## src/rtl/wb_write_arbiter_pkg.sv

```systemverilog
// Shared definitions for the register-file write-port arbiter.
// Build option: WB_ARB_STARVE_EN enables the starvation timer / pipe_hold.
`ifndef WORDLENGTH
`define WORDLENGTH 32
`endif

package wb_write_arbiter_pkg;

  localparam int DATA_W_DEF = `WORDLENGTH;
  localparam int ADDR_W_DEF = 5;

  // Register $0 is hardwired; writes to it are discarded.
  localparam logic [ADDR_W_DEF-1:0] REG_ZERO = '0;

  typedef struct packed {
    logic                  valid;
    logic [ADDR_W_DEF-1:0] addr;
    logic [DATA_W_DEF-1:0] data;
  } fifo_entry_t;

endpackage

```

## src/rtl/wb_write_arbiter_if.sv

```systemverilog
// Bus bundle between WB stage / long-latency unit and the register-file write port.
// The arbiter takes the slave modport; the driving side takes master.
interface wb_write_arbiter_if
  import wb_write_arbiter_pkg::*;
#(
  parameter int DATA_W = DATA_W_DEF,
  parameter int ADDR_W = ADDR_W_DEF
);

  logic              pipe_we;
  logic [ADDR_W-1:0] pipe_addr;
  logic [DATA_W-1:0] pipe_data;
  logic              lu_valid;
  logic [ADDR_W-1:0] lu_addr;
  logic [DATA_W-1:0] lu_data;
  logic              lu_ready;
  logic              rf_we;
  logic [ADDR_W-1:0] rf_addr;
  logic [DATA_W-1:0] rf_data;
  logic              pipe_hold;

  modport slave (
    input  pipe_we, pipe_addr, pipe_data, lu_valid, lu_addr, lu_data,
    output lu_ready, rf_we, rf_addr, rf_data, pipe_hold
  );

  modport master (
    output pipe_we, pipe_addr, pipe_data, lu_valid, lu_addr, lu_data,
    input  lu_ready, rf_we, rf_addr, rf_data, pipe_hold
  );

endinterface

```

## src/rtl/wb_result_fifo.sv

```systemverilog
// Circular buffer of long-latency results with per-entry address-match invalidate.
// Invalidated entries keep their slot and pop with head_valid=0.
module wb_result_fifo #(
  parameter int DATA_W = 32,
  parameter int ADDR_W = 5,
  parameter int DEPTH  = 2
) (
  input  logic              clk,
  input  logic              reset,
  input  logic              push,
  input  logic [ADDR_W-1:0] push_addr,
  input  logic [DATA_W-1:0] push_data,
  input  logic              pop,
  input  logic              inv_en,
  input  logic [ADDR_W-1:0] inv_addr,
  output logic              head_valid,
  output logic [ADDR_W-1:0] head_addr,
  output logic [DATA_W-1:0] head_data,
  output logic              full,
  output logic              empty
);

  localparam int PW = $clog2(DEPTH);
  localparam int CW = PW + 1;

  logic [DEPTH-1:0]  ent_valid;
  logic [ADDR_W-1:0] ent_addr [DEPTH];
  logic [DATA_W-1:0] ent_data [DEPTH];
  logic [PW-1:0]     wr_ptr;
  logic [PW-1:0]     rd_ptr;
  logic [CW-1:0]     count;

  assign empty      = (count == '0);
  assign full       = (count == CW'(DEPTH));
  assign head_valid = ent_valid[rd_ptr] && !empty;
  assign head_addr  = ent_addr[rd_ptr];
  assign head_data  = ent_data[rd_ptr];

  always_ff @(posedge clk) begin
    if (reset) begin
      wr_ptr    <= '0;
      rd_ptr    <= '0;
      count     <= '0;
      ent_valid <= '0;
    end else begin
      if (inv_en) begin
        for (int i = 0; i < DEPTH; i++) begin
          if (ent_addr[i] == inv_addr) ent_valid[i] <= 1'b0;
        end
      end
      // A push into a slot also matched by the invalidate must win.
      if (push) begin
        ent_valid[wr_ptr] <= 1'b1;
        ent_addr[wr_ptr]  <= push_addr;
        ent_data[wr_ptr]  <= push_data;
        wr_ptr            <= wr_ptr + 1'b1;
      end
      if (pop) rd_ptr <= rd_ptr + 1'b1;
      if (push && !pop)      count <= count + 1'b1;
      else if (pop && !push) count <= count - 1'b1;
    end
  end

endmodule

```

## src/rtl/wb_write_arbiter.sv

```systemverilog
// Register-file write-port arbiter: pipeline writes win, long-latency results queue and drain.
// Build option: WB_ARB_STARVE_EN adds the starvation timer driving pipe_hold.
module wb_write_arbiter
  import wb_write_arbiter_pkg::*;
#(
  parameter int DATA_W   = DATA_W_DEF,
  parameter int ADDR_W   = ADDR_W_DEF,
  parameter int DEPTH    = 2,
  parameter int MAX_WAIT = 4
) (
  input  logic               clk,
  input  logic               reset,
  wb_write_arbiter_if.slave  bus
);

  if (DEPTH < 2 || MAX_WAIT < 1) begin : g_bad_cfg
    $error("wb_write_arbiter: DEPTH must be >= 2 and MAX_WAIT >= 1");
  end

  logic              pipe_eff;
  logic              push_acc;
  logic              push_keep;
  logic              head_pop;
  logic              bypass;
  logic              fifo_push;
  logic              fifo_full;
  logic              fifo_empty;
  logic              head_valid;
  logic [ADDR_W-1:0] head_addr;
  logic [DATA_W-1:0] head_data;
  logic              sel_we;
  logic [ADDR_W-1:0] sel_addr;
  logic [DATA_W-1:0] sel_data;

  assign pipe_eff  = bus.pipe_we && (bus.pipe_addr != ADDR_W'(REG_ZERO));
  assign push_acc  = bus.lu_valid && !fifo_full;
  // The pipeline write is younger, so a same-address lu result is already stale.
  assign push_keep = push_acc && (bus.lu_addr != ADDR_W'(REG_ZERO))
                     && !(pipe_eff && (bus.lu_addr == bus.pipe_addr));
  assign head_pop  = !pipe_eff && !fifo_empty;
  assign bypass    = !pipe_eff && fifo_empty && push_keep;
  assign fifo_push = push_keep && !bypass;

  assign bus.lu_ready = !fifo_full;

  wb_result_fifo #(
    .DATA_W (DATA_W),
    .ADDR_W (ADDR_W),
    .DEPTH  (DEPTH)
  ) u_fifo (
    .clk        (clk),
    .reset      (reset),
    .push       (fifo_push),
    .push_addr  (bus.lu_addr),
    .push_data  (bus.lu_data),
    .pop        (head_pop),
    .inv_en     (pipe_eff),
    .inv_addr   (bus.pipe_addr),
    .head_valid (head_valid),
    .head_addr  (head_addr),
    .head_data  (head_data),
    .full       (fifo_full),
    .empty      (fifo_empty)
  );

  always_comb begin
    sel_we   = 1'b0;
    sel_addr = bus.pipe_addr;
    sel_data = bus.pipe_data;
    if (pipe_eff) begin
      sel_we = 1'b1;
    end else if (head_pop) begin
      sel_we   = head_valid;
      sel_addr = head_addr;
      sel_data = head_data;
    end else if (bypass) begin
      sel_we   = 1'b1;
      sel_addr = bus.lu_addr;
      sel_data = bus.lu_data;
    end
  end

  always_ff @(posedge clk) begin
    if (reset) begin
      bus.rf_we   <= 1'b0;
      bus.rf_addr <= '0;
      bus.rf_data <= '0;
    end else begin
      bus.rf_we <= sel_we;
      if (sel_we) begin
        bus.rf_addr <= sel_addr;
        bus.rf_data <= sel_data;
      end
    end
  end

`ifdef WB_ARB_STARVE_EN
  localparam int              WW      = (MAX_WAIT > 1) ? $clog2(MAX_WAIT) : 1;
  localparam logic [WW-1:0]   WAIT_TC = WW'(MAX_WAIT - 1);

  logic [WW-1:0] wait_cnt;
  logic [WW-1:0] wait_nxt;
  logic          hold_fired;
  logic          hold_d;
  logic          hold_q;

  always_comb begin
    wait_nxt = wait_cnt;
    if (fifo_empty || head_pop) wait_nxt = '0;
    else if (wait_cnt != WAIT_TC) wait_nxt = wait_cnt + 1'b1;
  end

  // One pulse per head: hold_fired blocks repeats while the count sits saturated.
  assign hold_d = !fifo_empty && !head_pop && (wait_nxt == WAIT_TC) && !hold_fired;

  always_ff @(posedge clk) begin
    if (reset) begin
      wait_cnt   <= '0;
      hold_fired <= 1'b0;
      hold_q     <= 1'b0;
    end else begin
      wait_cnt   <= wait_nxt;
      hold_q     <= hold_d;
      hold_fired <= (fifo_empty || head_pop) ? 1'b0 : (hold_fired || hold_d);
    end
  end

  assign bus.pipe_hold = hold_q;
`else
  assign bus.pipe_hold = 1'b0;
`endif

endmodule

```

## src/flat_wrapper.sv

```systemverilog
// flat-port wrapper written by rule: the top's interface ports become plain ports
module wb_write_arbiter_flat import wb_write_arbiter_pkg::*;
#(
  parameter int DATA_W   = DATA_W_DEF,
  parameter int ADDR_W   = ADDR_W_DEF,
  parameter int DEPTH    = 2,
  parameter int MAX_WAIT = 4
)
  (clk, reset, bus_pipe_we, bus_pipe_addr, bus_pipe_data, bus_lu_valid, bus_lu_addr, bus_lu_data, bus_lu_ready, bus_rf_we, bus_rf_addr, bus_rf_data, bus_pipe_hold);
  wb_write_arbiter_if #(.DATA_W(DATA_W), .ADDR_W(ADDR_W)) bus_i ();
  input  logic clk;
  input  logic reset;
  input wire logic [$bits(bus_i.pipe_we)-1:0] bus_pipe_we;
  input wire logic [$bits(bus_i.pipe_addr)-1:0] bus_pipe_addr;
  input wire logic [$bits(bus_i.pipe_data)-1:0] bus_pipe_data;
  input wire logic [$bits(bus_i.lu_valid)-1:0] bus_lu_valid;
  input wire logic [$bits(bus_i.lu_addr)-1:0] bus_lu_addr;
  input wire logic [$bits(bus_i.lu_data)-1:0] bus_lu_data;
  output wire logic [$bits(bus_i.lu_ready)-1:0] bus_lu_ready;
  output wire logic [$bits(bus_i.rf_we)-1:0] bus_rf_we;
  output wire logic [$bits(bus_i.rf_addr)-1:0] bus_rf_addr;
  output wire logic [$bits(bus_i.rf_data)-1:0] bus_rf_data;
  output wire logic [$bits(bus_i.pipe_hold)-1:0] bus_pipe_hold;
  assign bus_i.pipe_we = bus_pipe_we;
  assign bus_i.pipe_addr = bus_pipe_addr;
  assign bus_i.pipe_data = bus_pipe_data;
  assign bus_i.lu_valid = bus_lu_valid;
  assign bus_i.lu_addr = bus_lu_addr;
  assign bus_i.lu_data = bus_lu_data;
  assign bus_lu_ready = bus_i.lu_ready;
  assign bus_rf_we = bus_i.rf_we;
  assign bus_rf_addr = bus_i.rf_addr;
  assign bus_rf_data = bus_i.rf_data;
  assign bus_pipe_hold = bus_i.pipe_hold;
  wb_write_arbiter #(.DATA_W(DATA_W), .ADDR_W(ADDR_W), .DEPTH(DEPTH), .MAX_WAIT(MAX_WAIT)) u_core (.clk(clk), .reset(reset), .bus(bus_i));
endmodule
```

## config.mk

```make
export PLATFORM = sky130hd
export DESIGN_NAME = wb_write_arbiter_flat
export DESIGN_NICKNAME = d
export VERILOG_FILES = /design/src/rtl/wb_write_arbiter_pkg.sv /design/src/rtl/wb_write_arbiter_if.sv /design/src/rtl/wb_result_fifo.sv /design/src/rtl/wb_write_arbiter.sv /design/src/flat_wrapper.sv
export SDC_FILE = /design/constraint.sdc
export NUM_CORES = 1
export LEC_CHECK = 0
export CELL_PAD_IN_SITES_DETAIL_PLACEMENT = 1
export CELL_PAD_IN_SITES_GLOBAL_PLACEMENT = 2
export CORE_AREA = 5 5 134 136
export DETAILED_ROUTE_END_ITERATION = 12
export DIE_AREA = 0 0 139 141
export PLACE_DENSITY_LB_ADDON = 0.1
export SLEW_MARGIN = 20
export SYNTH_ARGS = -nofsm -noshare
export SYNTH_HDL_FRONTEND = slang
export SYNTH_HIERARCHICAL = 1
export SYNTH_SLANG_ARGS = --single-unit
```

## constraint.sdc

```tcl
create_clock -name clk -period 5.22 [get_ports clk]
set_input_delay 1.044 -clock clk [delete_from_list [all_inputs] [get_ports clk]]
set_output_delay 1.044 -clock clk [all_outputs]
set_load 0.005 [all_outputs]
```

Word level (Yosys, flattened, before mapping)
Memories as Yosys holds them, arrays and structs flattened. A register that Yosys moved wholly into a read port is not among the register bits.
Index checks and enable logic that the tools add are counted.

storage, ports and cells
  RAM bits = 74
  word-level logic and storage cells = 72
  bits of input ports = 78
  flip-flop bits (word level) = 44
  memories kept = 2
  output and inout bits = 40

operators by class
  add/sub/neg operators = 4
  magnitude comparators = 3
  equality and inequality tests = 4
  reduce and logical (&&, ||, !) cells = 24
  bitwise logic cells = 1
  muxes and demuxes = 27

memories
  memory                  depth  bits a word  read ports  clocked after memory_dff  write ports  line                  RTL
  u_core.u_fifo.ent_data  2      32           1           1                         1            wb_result_fifo.sv:28  logic [DATA_W-1:0] ent_data [DEPTH];
  u_core.u_fifo.ent_addr  2      5            3           1                         1            wb_result_fifo.sv:27  logic [ADDR_W-1:0] ent_addr [DEPTH];

operator list
  operator                                                               count
  32-bit two-way mux                                                     3
  5-bit == test                                                          3
  1-bit two-way mux                                                      15
  5-bit two-way mux                                                      3
  1-bit logical AND                                                      13
  2-bit two-way mux                                                      5
  5-bit nonzero test                                                     2
  1-bit zero test                                                        7
  1-bit by 2-bit < comparator with 1-bit output (second input constant)  2
  1-bit adder (second input constant)                                    2
  2-bit by 1-bit adder with 2-bit output (second input constant)         1
  2-bit == test (second input constant)                                  1
  2-bit zero test                                                        1
  2-bit OR                                                               1
  2-bit nonzero test                                                     1
  2-bit by 1-bit subtractor with 2-bit output (second input constant)    1
  1-bit demux with 1-bit select                                          1
  1-bit >= comparator (second input constant)                            1

Logic depth before layout (Yosys ltp)
Gate-level depths: netlist of the first run.

  depth in word-level cells = 12
  mapped depth = 10
  depth with buffers taken out = 9

Hierarchy
Netlist of the first run, hierarchy kept.

by module, submodules not included
  module            sequential area each (µm²)  cells an instance  area each (µm²)  instances
  wb_result_fifo    2362.3                      161                3075.4           1
  wb_write_arbiter  760.7                       276                2250.9           1

Worst setup path after synthesis of the first run
Ideal clock, no wire load.

  path kind = input to register
  start = input port bus_pipe_addr[0]
  end = memory u_core.u_fifo.ent_addr[0][0], enable pin
  path slack = 1.267 ns
  buffers on the path = 1
  stages on the path = 8
  arrival = 3.555 ns
  setup time = 0.398 ns
  data required time = 4.822 ns
  cell sequence = or4_4 > o21ai_4 > inv_2 > buf_2 > nor2_1 > o2111a_1 > nor2b_1 > and2_1

between the ends
  word-level cells in the longest chain between the ends = 11
  elaborated cells between the ends (all ways) = 14
  those cells by class = eq/ne (1); mux (3); reduce/logical (10)

ends and longest elaborated chain
  what                                       line                    RTL
  from (decl)                                flat_wrapper.sv:14      input wire logic [$bits(bus_i.pipe_addr)-1:0] bus_pipe_addr;
  5-bit nonzero test                         wb_write_arbiter.sv:35  assign pipe_eff = bus.pipe_we && (bus.pipe_addr != ADDR_W'(REG_ZERO));
  1-bit logical AND                          wb_write_arbiter.sv:35
  1-bit logical AND                          wb_write_arbiter.sv:39  && !(pipe_eff && (bus.lu_addr == bus.pipe_addr));
  1-bit zero test                            wb_write_arbiter.sv:39
  1-bit logical AND                          wb_write_arbiter.sv:39
  1-bit logical AND                          wb_write_arbiter.sv:41  assign bypass = !pipe_eff && fifo_empty && push_keep;
  1-bit zero test                            wb_write_arbiter.sv:42  assign fifo_push = push_keep && !bypass;
  1-bit logical AND *                        wb_write_arbiter.sv:42
  net u_core.fifo_push                       wb_write_arbiter.sv:25  logic fifo_push;
  1-bit two-way mux *                        wb_result_fifo.sv:52    if (push) begin
  1-bit two-way mux *                        wb_result_fifo.sv:40    if (reset) begin
  1-bit two-way mux (not written as such) *  wb_result_fifo.sv:54    ent_addr[wr_ptr] <= push_addr;
  to (decl)                                  wb_result_fifo.sv:27

Mark *: on every way through the listed nets, which the timed path passes. The rest lies on a longest branch.

Final worst setup path of the first run
Ends and elaborated chain as after synthesis.

==> results of run 1 <==
## cell usage in the layout (no fill, tap or decap), drive strengths merged, types with 4 or more instances in the layout
cell type        n
a21oi           20
a22oi            8
a31oi           14
buf              7
clkbuf          24
clkdlybuf4s50  116
clkinv           4
dfxtp           45
edfxtp          74
inv              9
mux2            37
nand2           36
nand3           26
nand3b           8
nor2            11
nor2b           19
o211ai          13
o21ai            4
o221ai          23
o41ai           13
xnor2            6
xor2            13
## stage by stage
step / setup slack [ns] / area, sq um / instances / util / total power, mW
6_report: 1.22 / 7220 / 782 / 0.429 / 3.13
5_1_grt: 1.04 / 7220 / 782 / 0.429 / 3.30
4_1_cts: 1.20 / 7200 / 781 / 0.428 / 3.19
3_5_place_dp: 0.751 / 6620 / 749 / 0.394 / 2.02
3_3_place_gp: 0.882 / 6620 / 749 / 0.394 / 2.02
2_1_floorplan: 1.27 / 5330 / 437 / - / 1.70
## layer usage
| layer | vias up | GRT usage |
|---|---|---|
| li1 | 1886 | - |
| met1 | 1972 | 0.198 |
| met2 | 105 | 0.271 |
| met3 | 12 | 0.0427 |
| met4 | 0 | 0.0448 |
| met5 | - | 0 |
## state kept, by name, summed over array words and instances, names as in the netlist, 2 cells and up, named ones only
register / cells
u_core/u_fifo/count: 2
u_core/bus.rf_data: 32
u_core/u_fifo/ent_valid: 2
u_core/u_fifo/ent_addr: 10
u_core/bus.rf_addr: 5
u_core/u_fifo/ent_data: 64
## cells by family after synthesis
| logic type | count (synthesis) | share of synthesized area |
|---|---|---|
| flip-flops | 119 | 0.586 |
| AND/OR/NAND/NOR | 113 | 0.111 |
| AO/OA/AOI/OAI | 102 | 0.145 |
| buffers and inverters | 44 | 0.0435 |
| multiplexers | 38 | 0.0801 |
| XOR/XNOR | 19 | 0.0312 |
| adder cells (fa/ha/maj) | 1 | 0.00235 |
| other | 1 | 0.000704 |
## where the power goes
group,leakage (nW),internal [mW],switching (mW)
sequential,1.04,1.11,0.0893
combinational,1.08,0.388,0.408
clock,0.276,0.737,0.402
## worst reg2reg max path, cell delays in order, from the launching register on
cell      delay [ns]
dfxtp_1         0.33
nor2_2          0.48
and3b_1         0.41
o21a_2          0.81
o211ai_4        0.45
o221ai_1        0.32
## worst max path at each step
stage / start / endpoint / cells past startpoint
floorplan: bus_pipe_addr[0] / u_core/u_fifo/ent_addr[0][0]$_DFFE_PP_ / 8
global placement: bus_pipe_addr[0] / u_core/u_fifo/ent_data[0][21]$_DFFE_PP_ / 8
detailed placement: bus_pipe_addr[0] / u_core/u_fifo/ent_addr[0][4]$_DFFE_PP_ / 8
CTS: bus_pipe_addr[0] / u_core/u_fifo/ent_data[0][11]$_DFFE_PP_ / 8
global route: bus_pipe_addr[0] / u_core/u_fifo/ent_data[0][11]$_DFFE_PP_ / 8
finish: bus_pipe_addr[0] / u_core/u_fifo/ent_addr[0][0]$_DFFE_PP_ / 8
## area by class of cell
class                   instances  area share
clock buffers                  24      0.0667
clock inverters                 8      0.0133
repair buffers                123       0.170
flip-flops and latches        119       0.433
multi-input cells             274       0.274
inverters                       9     0.00468
well taps                     225      0.0390
==> results.md, run 1 <==
* Leakage at around 2.4 nW
* Post-synth EDFFs at 74
* Hold Buf Count CTS at 0
* Post-CTS Setup Inserts at 0
* Routed met1 length at about 6900 um
* Worst R2R End: u_core/bus.rf_data[15]$_SDFFE_PP0P_
* Unrepaired setup endpoints after global routing: false
* Min-delay worst type: register to register
* Clock buffer depth at 2
* Synth warn at 6
* Die Wd at 139 um
* Die footprint at 19600 sq um
* DRT Pass-1 Iters at 4
* Routed length per placed instance at between 15 and 20 um
* Critical-path cell list: clkdlybuf4s50_1 -> or4_4 -> o21ai_4 -> inv_2 -> nor2_1 -> o2111a_1 -> nor2b_1 -> and2_2
* Final setup TNS at 0 ns
* Peak supply drop at 0.252 mV
* Synth cell count leaders: edfxtp_1, dfxtp_1, mux2_2
* Drt drc at 0
* Clk Latency, worst-skew pair at just over 0.4 ns
* Metal2 WL at roughly 7600 um
* Worst EP required at between 5 and 6 ns
* Power Density at approximately 430 nW/um^2
* Area of the multi-input gates at 1980 sq um
* CTS clk-pin slew, worst paths at 0.05 ns
* Asr flop ratio synth at 0
* WL met3 at 638 um
* Worst r2r src: u_core/u_fifo/count[1]$_SDFFE_PP0P_
* Synth Cell Area at 5330 sq um
* Critical-path top delay cell: and2_2
* Hpwl dp at about 9700 um
* First-pass GRT wire length at between 20000 and 25000 um
* Critical path peak fanout at 37
* # rows at 48
* Via count at 3975
* TritonCTS buffer count at 17
* Crit path largest cell delay at 0.86 ns
* Register Area at between 3000 and 4000 sq um
* Port-buffer cells at between 100 and 150
* Count leader, synth: edfxtp_1
* Post-synthesis cell type count at 45
* R2R Setup Slk at roughly 2.3 ns
* Slew margin rel. at 0.327
* 1st-iter DRT viols at roughly 110
* HP Start: u_core/bus.rf_addr[4]$_SDFFE_PP0P_
* GRT Resource Usage Total at 0.159
* Largest net degree at the start of global routing at 48
* Remaining global-route overflow at 0
* Fin crit period at roughly 4.0 ns
* Syn Inst Count at 437
* Crit path buf inv count at 2
* Primary FF master, synth: edfxtp_1
* Tcrit/Tclk final at 0.765
* CTS tree: done
* Core area at 16800 sq um
* Max_cap viols at 0
* Die height at between 100 and 150 um
* Fmax at around 250 MHz
* Top delay family on crit path: simple AND/OR/NAND/NOR gates
* DR top layer: met4
* Mean Syn Cell Area at approximately 12 sq um
* Fill count at 1771
* Initial antenna violation count at 0
* Cells on worst reg2reg path at 5
* Nets@finish at ~620
* WHS at between 0.4 and 0.5 ns
* Slew of the pin with the lowest slew margin at 1.01 ns
* CTS H-tree lvls at 4
* Net Count, Synth at about 520
* Gates resized, CTS repair at 0
* Ant diodes at 0
* Final setup violation count at 0
* DRT antenna net count at 0
* Vias per inst at a little over 5
* Number of global-route vias before repair at roughly 4400
* Share of layout cells above drive strength 1 at 0.151
* GPL Wtd Cong at ~0.77
* Starting Density at 0.317
* CP Capture Type: register
* WHS Endpoint: u_core/bus.rf_addr[4]$_SDFFE_PP0P_
* Setup Crit Path Kind: input port to register
* CP startpoint kind: input port
* Routed WL at 15300 um
* Cell accounting for the most synthesized area: edfxtp_1
* Critical Path AT at about 4.0 ns
* Post-Route Skew at 0.00706 ns
* # IOs at between 100 and 150
* Hold Crit Depth at 2
* Root Driver: clkbuf_16
* Area contributors post-synth: edfxtp_1, dfxtp_1, mux2_2
* Part of the Yosys area used for sequential elements at 0.586
* Final hold violations at 0
* Clk sinks at about 120
* Synthesized flop and latch total at around 120
* Status: finished clean
* P&R area growth vs syn at 35.6%
* Slew Viols, Final at 0
* Yosys top cell area share at 0.417
Power figures use the tool's default switching activity.
==> run 2: changes to the inputs <==
Settings changed: CORE_AREA 5 5 134 136 to 5 5 140 142, DIE_AREA 0 0 139 141 to 0 0 145 147.
Clock period 5.22 ns to 3.48 ns, I/O delays scaled along.
==> run 2 against run 1 <==
  * Largest cell class unchanged
  * Routed wire length is 1.8% higher
  * Die area grew 8.8%
  * Combinational power increased by 62%
  * First-iteration DRC count is 83% higher
  * Worst hold slack improved by 0.0015 ns
  * Total power up 57%
  * Cell count up 2.7%
  * Via count up 0.68%
  * Core utilization is 2.6 points lower
  * Global-route usage is 0.95 points lower
  * Critical path depth rose by 1
  * Worst setup slack got worse by 0.70 ns
==> results.md, run 2 (synthesis results as in run 1) <==
* Die height at 147 um (+4.3%)
* Fill count at 1938 (+9.4%)
* Final setup violation count at 0 (unchanged)
* Starting Density at 0.291 (-0.0262)
* Remaining global-route overflow at 0 (unchanged)
* Min-delay worst type: register to register
* CP Capture Type: register
* Nets@finish at 635 (+1.9%)
* Crit path buf inv count at 3 (+1)
* Fmax at between 300 and 400 MHz
* Leakage at 2.50 nW (+4.0%)
* Post-Route Skew at 0.00769 ns (+0.000627 ns)
* Critical-path top delay cell: or4_4
* Port-buffer cells at 116 (unchanged)
* Via count at 4002 (+0.68%)
* Ant diodes at 0 (unchanged)
* Gates resized, CTS repair at 0 (unchanged)
* First-pass GRT wire length at 25200 um (+3.6%)
* Critical path peak fanout at 15 (-59%)
* Total power at 4.91 mW (+57%)
* Die Wd at 145 um (+4.3%)
* Dpl ws at 0.0879 ns (-0.663 ns)
* Clock buffer depth at 2 (unchanged)
* Status: finished clean
* Largest Register: u_core/u_fifo/ent_data
* Largest register FFs at 64 (unchanged)
* Crit path largest cell delay at 0.56 ns (-0.30 ns)
* Placed standard-cell area at 6770 sq um (+2.2%)
* Number of global-route vias before repair at 4455 (+0.45%)
* Setup Crit Path Kind: input port to register
* DRT Pass-1 Iters at 4 (unchanged)
* Routed length per placed instance at 19.4 um (-0.83%)
* Placed insts at 771 (+2.9%)
* TritonCTS buffer count at 17 (unchanged)
* Largest net degree at the start of global routing at 48 (unchanged)
* 1st-iter DRT viols at 207 (+83%)
* GRT Resource Usage Total at 0.149 (-0.00947)
* Critical Path AT at 3.05 ns (-0.97 ns)
* Post-layout util at 0.403 (-0.0261)
* Most common cell after layout, fill and taps aside: clkdlybuf4s50_1
* WHS at 0.478 ns (+0.00148 ns)
* CTS H-tree lvls at 4 (unchanged)
* Power Density at 663 nW/um^2 (+53%)
* Hold Buf Count CTS at 0 (unchanged)
* CTS clk-pin slew, worst paths at 0.05 ns (about the same)
* CTS tree: done
* Vias per inst at 4.98 (-2.0%)
* Final hold violations at 0 (unchanged)
* Routed WL at 15600 um (+1.8%)
* Largest regs: u_core/u_fifo/ent_data (64), u_core/bus.rf_data (32), u_core/u_fifo/ent_addr (10)
* Fin worst setup slack at 0.523 ns (-0.701 ns)
* GPL Wtd Cong at 0.745 (-3.2%)
* Critical-path cell list: clkdlybuf4s50_1 -> or4_4 -> o21ai_4 -> inv_2 -> nor2_1 -> o2111a_1 -> nor2b_1 -> and2_2 -> buf_4
* Post-CTS Setup Inserts at 0 (unchanged)
* Slew margin rel. at 0.522 (+0.194)
* CP startpoint kind: input port
* Peak supply drop at 0.359 mV (+43%)
* Hpwl dp at 10700 um (+9.8%)
* Die footprint at 21300 sq um (+8.8%)
* # rows at 50 (+4.2%)
* Clk Latency, worst-skew pair at 0.41 ns (about the same)
* DRT antenna net count at 0 (unchanged)
* Share of layout cells above drive strength 1 at 0.170 (+0.0197)
* Top delay family on crit path: simple AND/OR/NAND/NOR gates
* Most frequent cells in the layout: clkdlybuf4s50_1, edfxtp_1, dfxtp_1
* Unrepaired setup endpoints after global routing: false
* Core area at 18300 sq um (+9.0%)
* Slew Viols, Final at 0 (unchanged)
* Tcrit/Tclk final at 0.850
* Drt drc at 0 (unchanged)
* Final setup TNS at 0 ns (unchanged)
* Post-route cell area at 7390 sq um (+2.4%)
* P&R area growth vs syn at 38.8%
* Fin crit period at roughly 3.0 ns
* # IOs at 118 (unchanged)
* Final cell count without fillers at 803 (+2.7%)
* Root Driver: clkbuf_16
* Max_cap viols at 0 (unchanged)
* Slew of the pin with the lowest slew margin at 0.714 ns (-0.295 ns)
* Clk sinks at 119 (unchanged)
* Worst EP required at 3.58 ns (-1.67 ns)
* Initial antenna violation count at 0 (unchanged)
-- run 2: path summary, 6_finish.rpt --
check,start,endpoint,slack (ns),cells after the start
worst max register to register,u_core/u_fifo/count[0]$_SDFFE_PP0P_,u_core/bus.rf_addr[3]$_SDFFE_PP0P_,0.79,7
worst min register to register,u_core/bus.rf_addr[1]$_SDFFE_PP0P_,u_core/bus.rf_addr[1]$_SDFFE_PP0P_,0.48,2
worst min-delay path,u_core/bus.rf_addr[1]$_SDFFE_PP0P_,u_core/bus.rf_addr[1]$_SDFFE_PP0P_,0.48,2
worst max-delay path,bus_pipe_addr[0],u_core/u_fifo/ent_data[0][10]$_DFFE_PP_,0.52,9
-- run 2: worst reg2reg max path, cell delays in order, from the launching register on --
cell and delay (ns):
dfxtp_1 0.36, nor2_2 0.37, buf_4 0.26, and3b_1 0.34
o21a_2 0.24, buf_4 0.43, nor3_2 0.16, o41ai_1 0.42
-- run 2: final cells by class --
class / count / area (sq um) / share of cell area
clock buffer: 22 / 474 / 0.0641
inverter: 9 / 33.8 / 0.00457
timing repair buffer: 135 / 1340 / 0.181
clock inverter: 10 / 150 / 0.0203
multi-input combinational: 274 / 1980 / 0.268
tap: 234 / 293 / 0.0396
sequential: 119 / 3120 / 0.423
-- run 2: where the power goes --
group	switching (mW)	internal [mW]
Combinational	0.672	0.622
Clock	0.603	1.25
Sequential	0.105	1.66
-- run 2: metal layers --
layer / global-route usage / up-vias / wire length (um)
li1: - / 1912 / -
met5: 0 / - / 0
met4: 0.0504 / 0 / 240
met3: 0.0463 / 20 / 812
met2: 0.242 / 102 / 7380
met1: 0.189 / 1968 / 7140
